**src/rtl/pulse_sync_deb_if.sv**
```systemverilog
// pulse_sync_deb_if: channel-side signals of the pulse conditioner, with master (driver) and slave (conditioner) views
interface pulse_sync_deb_if #(
  parameter int CH_NUM = 4,
  parameter int OVR_W = 8
);
  logic [CH_NUM-1:0] Gc_in_level;
  logic [CH_NUM-1:0] Gc_mode;
  logic Gc_clr_ovr;
  logic [CH_NUM-1:0] Gc_out_pulse;
  logic [CH_NUM-1:0] Gc_busy;
  logic [CH_NUM-1:0] Gc_ovr_flag;
  logic [CH_NUM*OVR_W-1:0] Gc_ovr_cnt;
  modport master (
    output Gc_in_level, Gc_mode, Gc_clr_ovr,
    input Gc_out_pulse, Gc_busy, Gc_ovr_flag, Gc_ovr_cnt
  );
  modport slave (
    input Gc_in_level, Gc_mode, Gc_clr_ovr,
    output Gc_out_pulse, Gc_busy, Gc_ovr_flag, Gc_ovr_cnt
  );
endinterface

```
**src/rtl/pulse_sync_deb.sv**
```systemverilog
// pulse_sync_deb: per-channel synchronise, edge detect, debounce, delay and single-cycle pulse with overrun tracking.
// Define PULSE_SYNC_OVR_CNT_EN to build the saturating overrun counters; otherwise Gc_ovr_cnt is tied to 0.
module pulse_sync_deb #(
  parameter int CH_NUM = 4,
  parameter int SYNC_STG = 2,
  parameter int VAL_DEB = 3,
  parameter int VAL_DEL = 4,
  parameter int OVR_W = 8
) (
  input logic Gc_clk125,
  input logic Gc_rst_n,
  pulse_sync_deb_if.slave bus
);
  localparam int VMAX = VAL_DEB > VAL_DEL ? VAL_DEB : VAL_DEL;
  localparam int CW = VMAX < 1 ? 1 : $clog2(VMAX + 1);
  typedef enum logic [1:0] {IDLE, DEB, DLY, PULSE} state_t;
  localparam state_t ST_ENTRY = state_t'(VAL_DEB > 0 ? DEB : VAL_DEL > 0 ? DLY : PULSE);
  localparam state_t ST_POST_DEB = state_t'(VAL_DEL > 0 ? DLY : PULSE);
  for (genvar i = 0; i < CH_NUM; i++) begin : g_ch
    state_t st, st_nx;
    logic [SYNC_STG-1:0] sync;
    logic [CW-1:0] cnt, cnt_nx;
    logic s, sp, lv, lv_nx, edge_det, ovr_ev, pulse, busy, flag;
    assign s = sync[SYNC_STG-1];
    assign edge_det = bus.Gc_mode[i] ? s ^ sp : s & ~sp;
    always_ff @(posedge Gc_clk125 or negedge Gc_rst_n)
      if (!Gc_rst_n) begin
        sync <= '0;
        sp <= 1'b0;
        st <= IDLE;
        cnt <= '0;
        lv <= 1'b0;
      end else begin
        sync <= {sync[SYNC_STG-2:0], bus.Gc_in_level[i]};
        sp <= s;
        st <= st_nx;
        cnt <= cnt_nx;
        lv <= lv_nx;
      end
    always_comb begin
      st_nx = st;
      cnt_nx = cnt;
      lv_nx = lv;
      case (st)
        IDLE:
          if (edge_det) begin
            st_nx = ST_ENTRY;
            cnt_nx = '0;
            lv_nx = s;
          end
        DEB:
          if (s != lv) st_nx = IDLE;
          else if (cnt == CW'(VAL_DEB - 1)) begin
            st_nx = ST_POST_DEB;
            cnt_nx = '0;
          end else cnt_nx = cnt + 1'b1;
        DLY:
          if (cnt == CW'(VAL_DEL - 1)) begin
            st_nx = PULSE;
            cnt_nx = '0;
          end else cnt_nx = cnt + 1'b1;
        default: st_nx = IDLE;
      endcase
    end
    // An edge arriving after debounce has committed cannot be queued, so it is reported instead
    always_comb begin
      pulse = st == PULSE;
      busy = st != IDLE;
      ovr_ev = edge_det && (st == DLY || st == PULSE);
    end
    always_ff @(posedge Gc_clk125 or negedge Gc_rst_n)
      if (!Gc_rst_n) flag <= 1'b0;
      else flag <= ovr_ev | (flag & ~bus.Gc_clr_ovr);
    assign bus.Gc_out_pulse[i] = pulse;
    assign bus.Gc_busy[i] = busy;
    assign bus.Gc_ovr_flag[i] = flag;
`ifdef PULSE_SYNC_OVR_CNT_EN
    logic [OVR_W-1:0] oc;
    always_ff @(posedge Gc_clk125 or negedge Gc_rst_n)
      if (!Gc_rst_n) oc <= '0;
      else if (ovr_ev) oc <= bus.Gc_clr_ovr ? OVR_W'(1) : oc + OVR_W'(~&oc);
      else if (bus.Gc_clr_ovr) oc <= '0;
    assign bus.Gc_ovr_cnt[i*OVR_W +: OVR_W] = oc;
`else
    assign bus.Gc_ovr_cnt[i*OVR_W +: OVR_W] = '0;
`endif
  end
endmodule

```
**src/flat_wrapper.sv**
```systemverilog
// flat-port wrapper written by rule: the top's interface ports become plain ports
module pulse_sync_deb_flat 
#(
  parameter int CH_NUM = 4,
  parameter int SYNC_STG = 2,
  parameter int VAL_DEB = 3,
  parameter int VAL_DEL = 4,
  parameter int OVR_W = 8
)
  (Gc_clk125, Gc_rst_n, bus_Gc_in_level, bus_Gc_mode, bus_Gc_clr_ovr, bus_Gc_out_pulse, bus_Gc_busy, bus_Gc_ovr_flag, bus_Gc_ovr_cnt);
  pulse_sync_deb_if #(.CH_NUM(CH_NUM), .OVR_W(OVR_W)) bus_i ();
  input logic Gc_clk125;
  input logic Gc_rst_n;
  input wire logic [$bits(bus_i.Gc_in_level)-1:0] bus_Gc_in_level;
  input wire logic [$bits(bus_i.Gc_mode)-1:0] bus_Gc_mode;
  input wire logic [$bits(bus_i.Gc_clr_ovr)-1:0] bus_Gc_clr_ovr;
  output wire logic [$bits(bus_i.Gc_out_pulse)-1:0] bus_Gc_out_pulse;
  output wire logic [$bits(bus_i.Gc_busy)-1:0] bus_Gc_busy;
  output wire logic [$bits(bus_i.Gc_ovr_flag)-1:0] bus_Gc_ovr_flag;
  output wire logic [$bits(bus_i.Gc_ovr_cnt)-1:0] bus_Gc_ovr_cnt;
  assign bus_i.Gc_in_level = bus_Gc_in_level;
  assign bus_i.Gc_mode = bus_Gc_mode;
  assign bus_i.Gc_clr_ovr = bus_Gc_clr_ovr;
  assign bus_Gc_out_pulse = bus_i.Gc_out_pulse;
  assign bus_Gc_busy = bus_i.Gc_busy;
  assign bus_Gc_ovr_flag = bus_i.Gc_ovr_flag;
  assign bus_Gc_ovr_cnt = bus_i.Gc_ovr_cnt;
  pulse_sync_deb #(.CH_NUM(CH_NUM), .SYNC_STG(SYNC_STG), .VAL_DEB(VAL_DEB), .VAL_DEL(VAL_DEL), .OVR_W(OVR_W)) u_core (.Gc_clk125(Gc_clk125), .Gc_rst_n(Gc_rst_n), .bus(bus_i));
endmodule
```
**config.mk**
```make
export PLATFORM = sky130hd
export DESIGN_NAME = pulse_sync_deb_flat
export DESIGN_NICKNAME = d
export VERILOG_FILES = /design/src/rtl/pulse_sync_deb_if.sv /design/src/rtl/pulse_sync_deb.sv /design/src/flat_wrapper.sv
export SDC_FILE = /design/constraint.sdc
export NUM_CORES = 1
export LEC_CHECK = 0
export CAP_MARGIN = 40
export CELL_PAD_IN_SITES_DETAIL_PLACEMENT = 1
export CELL_PAD_IN_SITES_GLOBAL_PLACEMENT = 2
export CORE_ASPECT_RATIO = 1.4
export CORE_MARGIN = 1.5
export CORE_UTILIZATION = 33
export DETAILED_ROUTE_END_ITERATION = 6
export PLACE_DENSITY_LB_ADDON = 0.25
export SETUP_SLACK_MARGIN = 0.5
export SYNTH_ARGS = -nofsm -noshare
export SYNTH_HDL_FRONTEND = slang
export SYNTH_SLANG_ARGS = --single-unit
```
**constraint.sdc**
```tcl
create_clock -name Gc_clk125 -period 1.9 [get_ports Gc_clk125]
set_input_delay 0.38 -clock Gc_clk125 [delete_from_list [all_inputs] [get_ports Gc_clk125]]
set_output_delay 0.38 -clock Gc_clk125 [all_outputs]
set_load 0.01 [all_outputs]
```
==> metrics.md, run 1 <==
| Metric | Value |
|---|---|
| Cell type with the highest aggregate area in the netlist | `sky130_fd_sc_hd__dfrtp_1` |
| Setup WS post-layout | `around 0.28 ns` |
| First-pass GRT wire length | `10.34 mm` |
| Final setup vio count | `0` |
| DRC violations left | `0` |
| Most numerous cell on the critical path | `sky130_fd_sc_hd__ha_4` |
| Data arrival time of the critical path | `1.77 ns` |
| Outcome | `finished, final reports clean` |
| Total vias in the final route | `2079` |
| Post-synthesis to final-layout area growth | `48.88%` |
| Clock latency of the later-clocked register in the worst-skew pair | `0.28 ns` |
| Critical path class | `flop to flop` |
| Post-place setup slack | `about 0.038 ns` |
| Rows | `39` |
| Total standard cell area after synthesis | `roughly 2800 µm²` |
| Average cell area after synthesis | `around 10 µm²` |
| Clock Tree Buf Depth | `2` |
| Worst slew margin | `62.57%` |
| Tcrit/Tclk final | `85.01%` |
| DR pass1 iterations | `3` |
| Final number of hold-violating endpoints | `0` |
| Required time at the endpoint of the critical path | `2.06 ns` |
| Maximum level of the CTS H-tree | `2` |
| Delay of the slowest cell on the worst path | `0.42 ns` |
| Area share of the largest cell type after synthesis | `35.81%` |
| IR drop worst, VDD | `0.0008487 V` |
| Transition at the pin with the smallest max-transition slack | `about 0.56 ns` |
| Clock slew at reported path FFs | `0.06 ns` |
| Chip Height | `111.9 µm` |
| Min Hold Slack | `0.1571 ns` |
| Vias per cell | `about 4.5` |
| Dominant cells by area after synthesis | `sky130_fd_sc_hd__dfrtp_1 36%, sky130_fd_sc_hd__ha_1 17%, sky130_fd_sc_hd__buf_4 12%` |
| Period minus WS final | `1.615 ns` |
| Count of placed standard cells including taps | `396` |
| CTS buffer count | `5` |
| Fraction of final layout cells with drive strength greater than 1 | `48.17%` |
| Number of synthesized flops with an enable pin | `0` |
| Count of routing violations after the opening detailed-route iteration | `41` |
| CP Launch Type | `flop` |
| Number of antenna violations at the first check in global routing | `0` |
| Clock Tree Root | `sky130_fd_sc_hd__clkbuf_16` |
| ANT nets after route | `0` |
| Number of maximum-capacitance violations | `0` |
| Hold crit path type | `input port to asynchronous set/reset pin` |
| Final-layout setup total negative slack | `0 ns` |
| Wire per inst | `between 10 and 15 µm` |
| Clock skew | `roughly 0.0042 ns` |
| Net count, final | `403` |
| Number of synthesized register bits | `40` |
| Final antenna diode count | `0` |
| Async set-reset flop share out of synthesis | `100.0%` |
| Setup repair after global routing missed its margin | `yes` |
| Number of warnings reported in the yosys synthesis log | `0` |
| Origin of the worst setup path | `u_core.g_ch[2].cnt[0]` |
| Clock tree from TritonCTS | `built` |
| Most instantiated flip-flop cell in the synthesis netlist | `sky130_fd_sc_hd__dfrtp_1` |
| Distinct cell type count of the synthesized netlist | `36` |
| Filler cell count in the final layout | `894` |
| Maximum fanout along the worst path | `3` |
| Maximum achievable frequency | `619.1 MHz` |
| Routability congestion estimate | `about 0.73` |
| Critical R2R Launch | `u_core.g_ch[2].cnt[0]` |
| Final wirelength | `6.602 mm` |
| Clock sink total | `40` |
| Overall die area | `9039 µm²` |
| Nature of the critical path endpoint | `flop` |
| Number of top-level pins | `55` |
| Max-slew violation count | `0` |
| CP Cell Sequence | `ha_4 -> ha_4 -> and2b_2 -> buf_6 -> a31oi_4 -> a21oi_2 -> o21bai_1` |
| Die X | `80.78 µm` |
| Pin count of the biggest net entering global routing | `41` |
| P per Cell Area | `1408 nW/µm²` |
| Vias in the first global route | `between 2k and 2.5k` |
| Aggregate global-route resource usage | `14.88%` |
| Instance count of the mapped netlist | `277` |
| Quantity of I/O buffers inserted on ports | `22` |
| Grt ovf | `0` |
| Starting density of the core | `34.10%` |
| Sequential fraction of the synthesis area | `a little over a third` |
| Ranking of synthesized cells by instance count | `44 x sky130_fd_sc_hd__buf_4, 40 x sky130_fd_sc_hd__dfrtp_1, 40 x sky130_fd_sc_hd__inv_1, 38 x sky130_fd_sc_hd__ha_1, 15 x sky130_fd_sc_hd__nand2b_1` |
| Leakage power | `1.958 nW` |
| Slowest cell on the critical path | `sky130_fd_sc_hd__dfrtp_1` |
| Area of the core | `between 8000 and 9000 µm²` |
| Most frequent cell after synthesis | `sky130_fd_sc_hd__buf_4` |
| HPWL after detailed placement | `3.975 mm` |
| Final Non-Filler Cells | `approximately 460` |
==> routing by layer <==
metal | part of all wire (%) | track usage, % | routed length, µm
met1 | 38 | 15.13 | 2493
met2 | 57 | 29.52 | 3795
met3 | 3.7 | 2.787 | 242
met4 | 1.1 | 4.138 | 71
met5 | 0 | 0 | 0
==> critical path: cells and delay by family (launching register included) <==
| family | cells | cell delay (ns) |
|---|---|---|
| AO/OA/AOI/OAI | 3 | 0.43 |
| flip-flops | 1 | 0.42 |
| adder cells (fa/ha/maj) | 2 | 0.29 |
| AND/OR/NAND/NOR | 1 | 0.23 |
| buffers and inverters | 1 | 0.12 |
==> cell type report <==
| cell class | count | area (µm²) | area share (%) |
|---|---|---|---|
| Sequential cell | 40 | 1001 | 24.05 |
| Clock buffer | 5 | 125.1 | 3.007 |
| Tap cell | 102 | 127.6 | 3.067 |
| Inverter | 40 | 160.2 | 3.848 |
| Clock inverter | 3 | 47.55 | 1.143 |
| Multi-Input combinational cell | 184 | 1941 | 46.63 |
| Timing Repair Buffer | 83 | 759.5 | 18.25 |
==> per-stage QoR <==
step           util [%]  total power, mW  cell area, µm²
2_1_floorplan         -            2.830            2970
3_3_place_gp      37.12            3.325            3043
3_5_place_dp      37.12            3.357            3043
4_1_cts           47.48            5.475            3892
5_1_grt           50.76            6.236            4161
6_report          50.76            5.861            4161
==> where the power goes <==
group / internal [mW] / switching, mW
clock network: 0.625 / 0.378
registers: 1.07 / 0.167
logic: 1.98 / 1.64
==> cells in the final DEF (no fill, tap or decap), types with 5 or more instances in the layout <==
cell,instances
sky130_fd_sc_hd__buf_4,40
sky130_fd_sc_hd__dfrtp_1,40
sky130_fd_sc_hd__conb_1,32
sky130_fd_sc_hd__buf_6,29
sky130_fd_sc_hd__inv_1,27
sky130_fd_sc_hd__ha_4,17
sky130_fd_sc_hd__ha_1,15
sky130_fd_sc_hd__mux2i_1,11
sky130_fd_sc_hd__inv_2,9
sky130_fd_sc_hd__clkdlybuf4s50_1,8
sky130_fd_sc_hd__nand2b_4,7
sky130_fd_sc_hd__o21ai_0,7
sky130_fd_sc_hd__nand2b_1,7
sky130_fd_sc_hd__a21oi_2,7
sky130_fd_sc_hd__ha_2,6
sky130_fd_sc_hd__nand2_2,5
sky130_fd_sc_hd__mux2_4,5
sky130_fd_sc_hd__clkbuf_16,5
==> repair_timing <==
action | CTS | global route
hold buffers | 0 | 0
resized for setup | 127 | 46
pin swaps | 22 | 19
setup buffers | 41 | 12
endpoints found under the setup margin | 36 | 34
==> state kept, by name, summed over array words and instances, names as in the netlist <==
name	cells
u_core.g_ch.sync	8
u_core.g_ch.flag	4
u_core.g_ch.cnt	12
u_core.g_ch.st	8
u_core.g_ch.sp	4
u_core.g_ch.lv	4
==> kinds of logic (layout without fill, tap and decap cells) <==
family,after synthesis,count (layout),share of synthesized area (%)
buf+inv,84,131,17.19
fa+ha+maj,38,38,17.01
simple gates,51,51,10.97
other cells,1,32,0.1342
flops,40,40,35.81
mux,19,19,7.565
xor+xnor,4,4,1.522
compound gates,40,40,9.803
==> path summary, 6_finish.rpt <==
check / to / depth (start not counted) / slack (ns)
worst max register to register: u_core.g_ch[2].st[1] / 7 / 0.28
worst min register to register: u_core.g_ch[0].sync[1] / 0 / 0.35
max in group asynchronous: u_core.g_ch[0].sync[1] / 2 / 1.34
min in group Gc_clk125: u_core.g_ch[0].sync[1] / 0 / 0.35
worst max-delay path: u_core.g_ch[2].st[1] / 7 / 0.28
worst min-delay path: u_core.g_ch[1].st[0] / 2 / 0.16
Power figures use the tool's default switching activity.
==> inputs of run 2 (changes only) <==
--- a/config.mk
+++ b/config.mk
@@ -12,6 +12,7 @@
 export CORE_MARGIN = 1.5
 export CORE_UTILIZATION = 33
 export DETAILED_ROUTE_END_ITERATION = 6
+export MAX_ROUTING_LAYER = met4
 export PLACE_DENSITY_LB_ADDON = 0.25
 export SETUP_SLACK_MARGIN = 0.5
 export SYNTH_ARGS = -nofsm -noshare
==> run 2 against run 1 <==
Effect of this change:
- largest cell class unchanged
- non-clock buffer count down 1
- sequential power about the same
- largest power group unchanged
- die area unchanged
- critical endpoint unchanged
==> metrics.md, run 2 (same netlist as run 1, synthesis figures left out) <==
| Metric | Value |
|---|---|
| P per Cell Area | `1410 nW/µm²` |
| Max FFs per register | `12` |
| Maximum level of the CTS H-tree | `2` |
| Chip Height | `111.9 µm` |
| Final core area utilization | `50.67%` |
| Total length of routed met3 wires | `roughly 240 µm` |
| Setup WS post-layout | `0.2854 ns` |
| Vias in the first global route | `2228` |
| Nature of the critical path endpoint | `flop` |
| Routability congestion estimate | `0.7424` |
| Met2 routed WL | `3.760 mm` |
| Clock skew | `0.004375 ns` |
| Post-place setup slack | `0.03849 ns` |
| ANT nets after route | `0` |
| HPWL after detailed placement | `about 4.0 mm` |
| Top metal layer carrying routed signals | `met4` |
| Outcome | `finished, final reports clean` |
| Number of maximum-capacitance violations | `0` |
| Final wirelength | `6.551 mm` |
| Worst reg-to-reg setup slack | `between 0.2 and 0.3 ns` |
| Most frequent standard cell in the layout excluding fill and tap cells | `sky130_fd_sc_hd__dfrtp_1` |
| Proportion of power drawn by flip-flops and latches | `21.1%` |
| Clock sink total | `40` |
| Max-slew violation count | `0` |
| Combinational share of power | `roughly three fifths` |
| Setup repair after global routing missed its margin | `yes` |
| Total routed wire length on the met1 layer | `2.468 mm` |
| Critical R2R Launch | `u_core.g_ch[2].cnt[0]` |
| Leading cell types in the layout, fill and taps excluded | `40 x sky130_fd_sc_hd__dfrtp_1, 39 x sky130_fd_sc_hd__buf_4, 32 x sky130_fd_sc_hd__conb_1, 29 x sky130_fd_sc_hd__buf_6, 27 x sky130_fd_sc_hd__inv_1` |
| Post-synthesis to final-layout area growth | `48.61%` |
| Critical path class | `flop to flop` |
| Required time at the endpoint of the critical path | `2.06 ns` |
| CTS buffer count | `5` |
| IR drop worst, VDD | `0.0008494 V` |
| Clock latency of the later-clocked register in the worst-skew pair | `0.29 ns` |
| Reg2Reg Capture Point | `u_core.g_ch[2].st[1]` |
| Internal | `around 3.7 mW` |
| Clock Tree Buf Depth | `2` |
| Worst slew margin | `62.76%` |
| Transition at the pin with the smallest max-transition slack | `0.5586 ns` |
| Number of antenna violations at the first check in global routing | `0` |
| First-pass GRT wire length | `10.34 mm` |
| Switching power as a share of total power | `37.34%` |
| Overall die area | `9039 µm²` |
| Maximum fanout along the worst path | `3` |
| CP Launch Type | `flop` |
| Pin count of the biggest net entering global routing | `41` |
| Die X | `approximately 81 µm` |
| Largest reg by FF count | `u_core.g_ch.cnt` |
| Fraction of final layout cells with drive strength greater than 1 | `48.02%` |
| Registers with the highest flip-flop counts | `u_core.g_ch.cnt (12), u_core.g_ch.st (8), u_core.g_ch.sync (8)` |
| Aggregate global-route resource usage | `between 15 and 20%` |
| Final antenna diode count | `0` |
| Clock tree from TritonCTS | `built` |
| Maximum achievable frequency | `a little over 600 MHz` |
| Depth of the worst register-to-register path | `7` |
| Final number of hold-violating endpoints | `0` |
| Rows | `39` |
| Final instance area | `4154 µm²` |
| Tcrit/Tclk final | `84.98%` |
| Hold_buf cts | `0` |
| DRC violations left | `0` |
| Wire per inst | `14.37 µm` |
| Count of routing violations after the opening detailed-route iteration | `34` |
| Quantity of I/O buffers inserted on ports | `22` |
| Net count, final | `402` |
| Leakage power | `approximately 2.0 nW` |
| Starting density of the core | `about 34%` |
| Clock slew at reported path FFs | `0.06 ns` |
| Period minus WS final | `1.615 ns` |
| Final setup vio count | `0` |
| Clock Tree Root | `sky130_fd_sc_hd__clkbuf_16` |
| Grt ovf | `0` |
| Cell area after placement | `3043 µm²` |
| Final-layout setup total negative slack | `0 ns` |
| Net switching component of the power | `2.186 mW` |
| Data arrival time of the critical path | `1.77 ns` |
| Area of the core | `8198 µm²` |
| DR pass1 iterations | `2` |
| Number of top-level pins | `55` |
| Total vias in the final route | `just over 2k` |
| Hold crit path type | `input port to asynchronous set/reset pin` |
| Clock power frac | `17.1%` |
| Vias per cell | `4.550` |
[run 2: layer usage]
| metal | vias up | track usage (%) |
|---|---|---|
| met5 | - | - |
| met4 | 0 | 4.138 |
| met3 | 6 | 2.787 |
| met2 | 45 | 29.52 |
| met1 | 1027 | 15.13 |
| li1 | 997 | - |
[run 2: worst max-delay path, cell delays in order (launching register included)]
cell and delay, ns:
sky130_fd_sc_hd__dfrtp_1 0.42, sky130_fd_sc_hd__ha_4 0.17, sky130_fd_sc_hd__ha_4 0.12, sky130_fd_sc_hd__and2b_2 0.23
sky130_fd_sc_hd__buf_6 0.12, sky130_fd_sc_hd__a31oi_4 0.19, sky130_fd_sc_hd__a21oi_2 0.08, sky130_fd_sc_hd__o21bai_1 0.16
[run 2: layout make-up]
cell class              count  area [µm²]
repair buffers             82       752.0
multi-input cells         184        1941
fillers                   894        4044
well taps                 102       127.6
inverters                  40       160.2
clock inverters             3       47.55
clock buffers               5       125.1
flip-flops and latches     40        1001
[run 2: how the worst max path moves through the flow]
stage	from	endpoint	slack (ns)	cells past startpoint
after floorplan	u_core.g_ch[1].sync[1]	u_core.g_ch[1].cnt[1]	0.36	5
after CTS	u_core.g_ch[0].st[0]	bus_Gc_out_pulse[0]	0.30	4
after global placement	bus_Gc_mode[1]	u_core.g_ch[1].cnt[1]	0.05	5
after global routing	u_core.g_ch[2].cnt[0]	u_core.g_ch[2].st[1]	0.23	7
final	u_core.g_ch[2].cnt[0]	u_core.g_ch[2].st[1]	0.29	7
after detailed placement	bus_Gc_mode[1]	u_core.g_ch[1].cnt[1]	0.04	5
[run 2: power groups by stage]
stage / clock network (mW) / logic [mW] / registers, mW
detailed placement: 0 / 2.10 / 1.25
CTS: 1.03 / 3.23 / 1.22
floorplan: 0 / 1.61 / 1.22
global placement: 0 / 2.08 / 1.24
finish: 1.00 / 3.62 / 1.23
global route: 1.06 / 3.91 / 1.26
[run 2: timing repair]
| item | CTS | global route |
|---|---|---|
| pin swaps | 22 | 19 |
| endpoints found under the setup margin | 36 | 34 |
| buffers inserted | 41 | 11 |
| gates resized for setup | 127 | 46 |
[run 2: stage by stage]
| stage | instances | hold WS, ns | power, mW |
|---|---|---|---|
| 2_1_floorplan | 308 | 0.08441 | 2.830 |
| 3_3_place_gp | 396 | 0.3332 | 3.325 |
| 3_5_place_dp | 396 | 0.3363 | 3.357 |
| 4_1_cts | 445 | 0.1855 | 5.475 |
| 5_1_grt | 456 | 0.2079 | 6.230 |
| 6_report | 456 | 0.1585 | 5.855 |
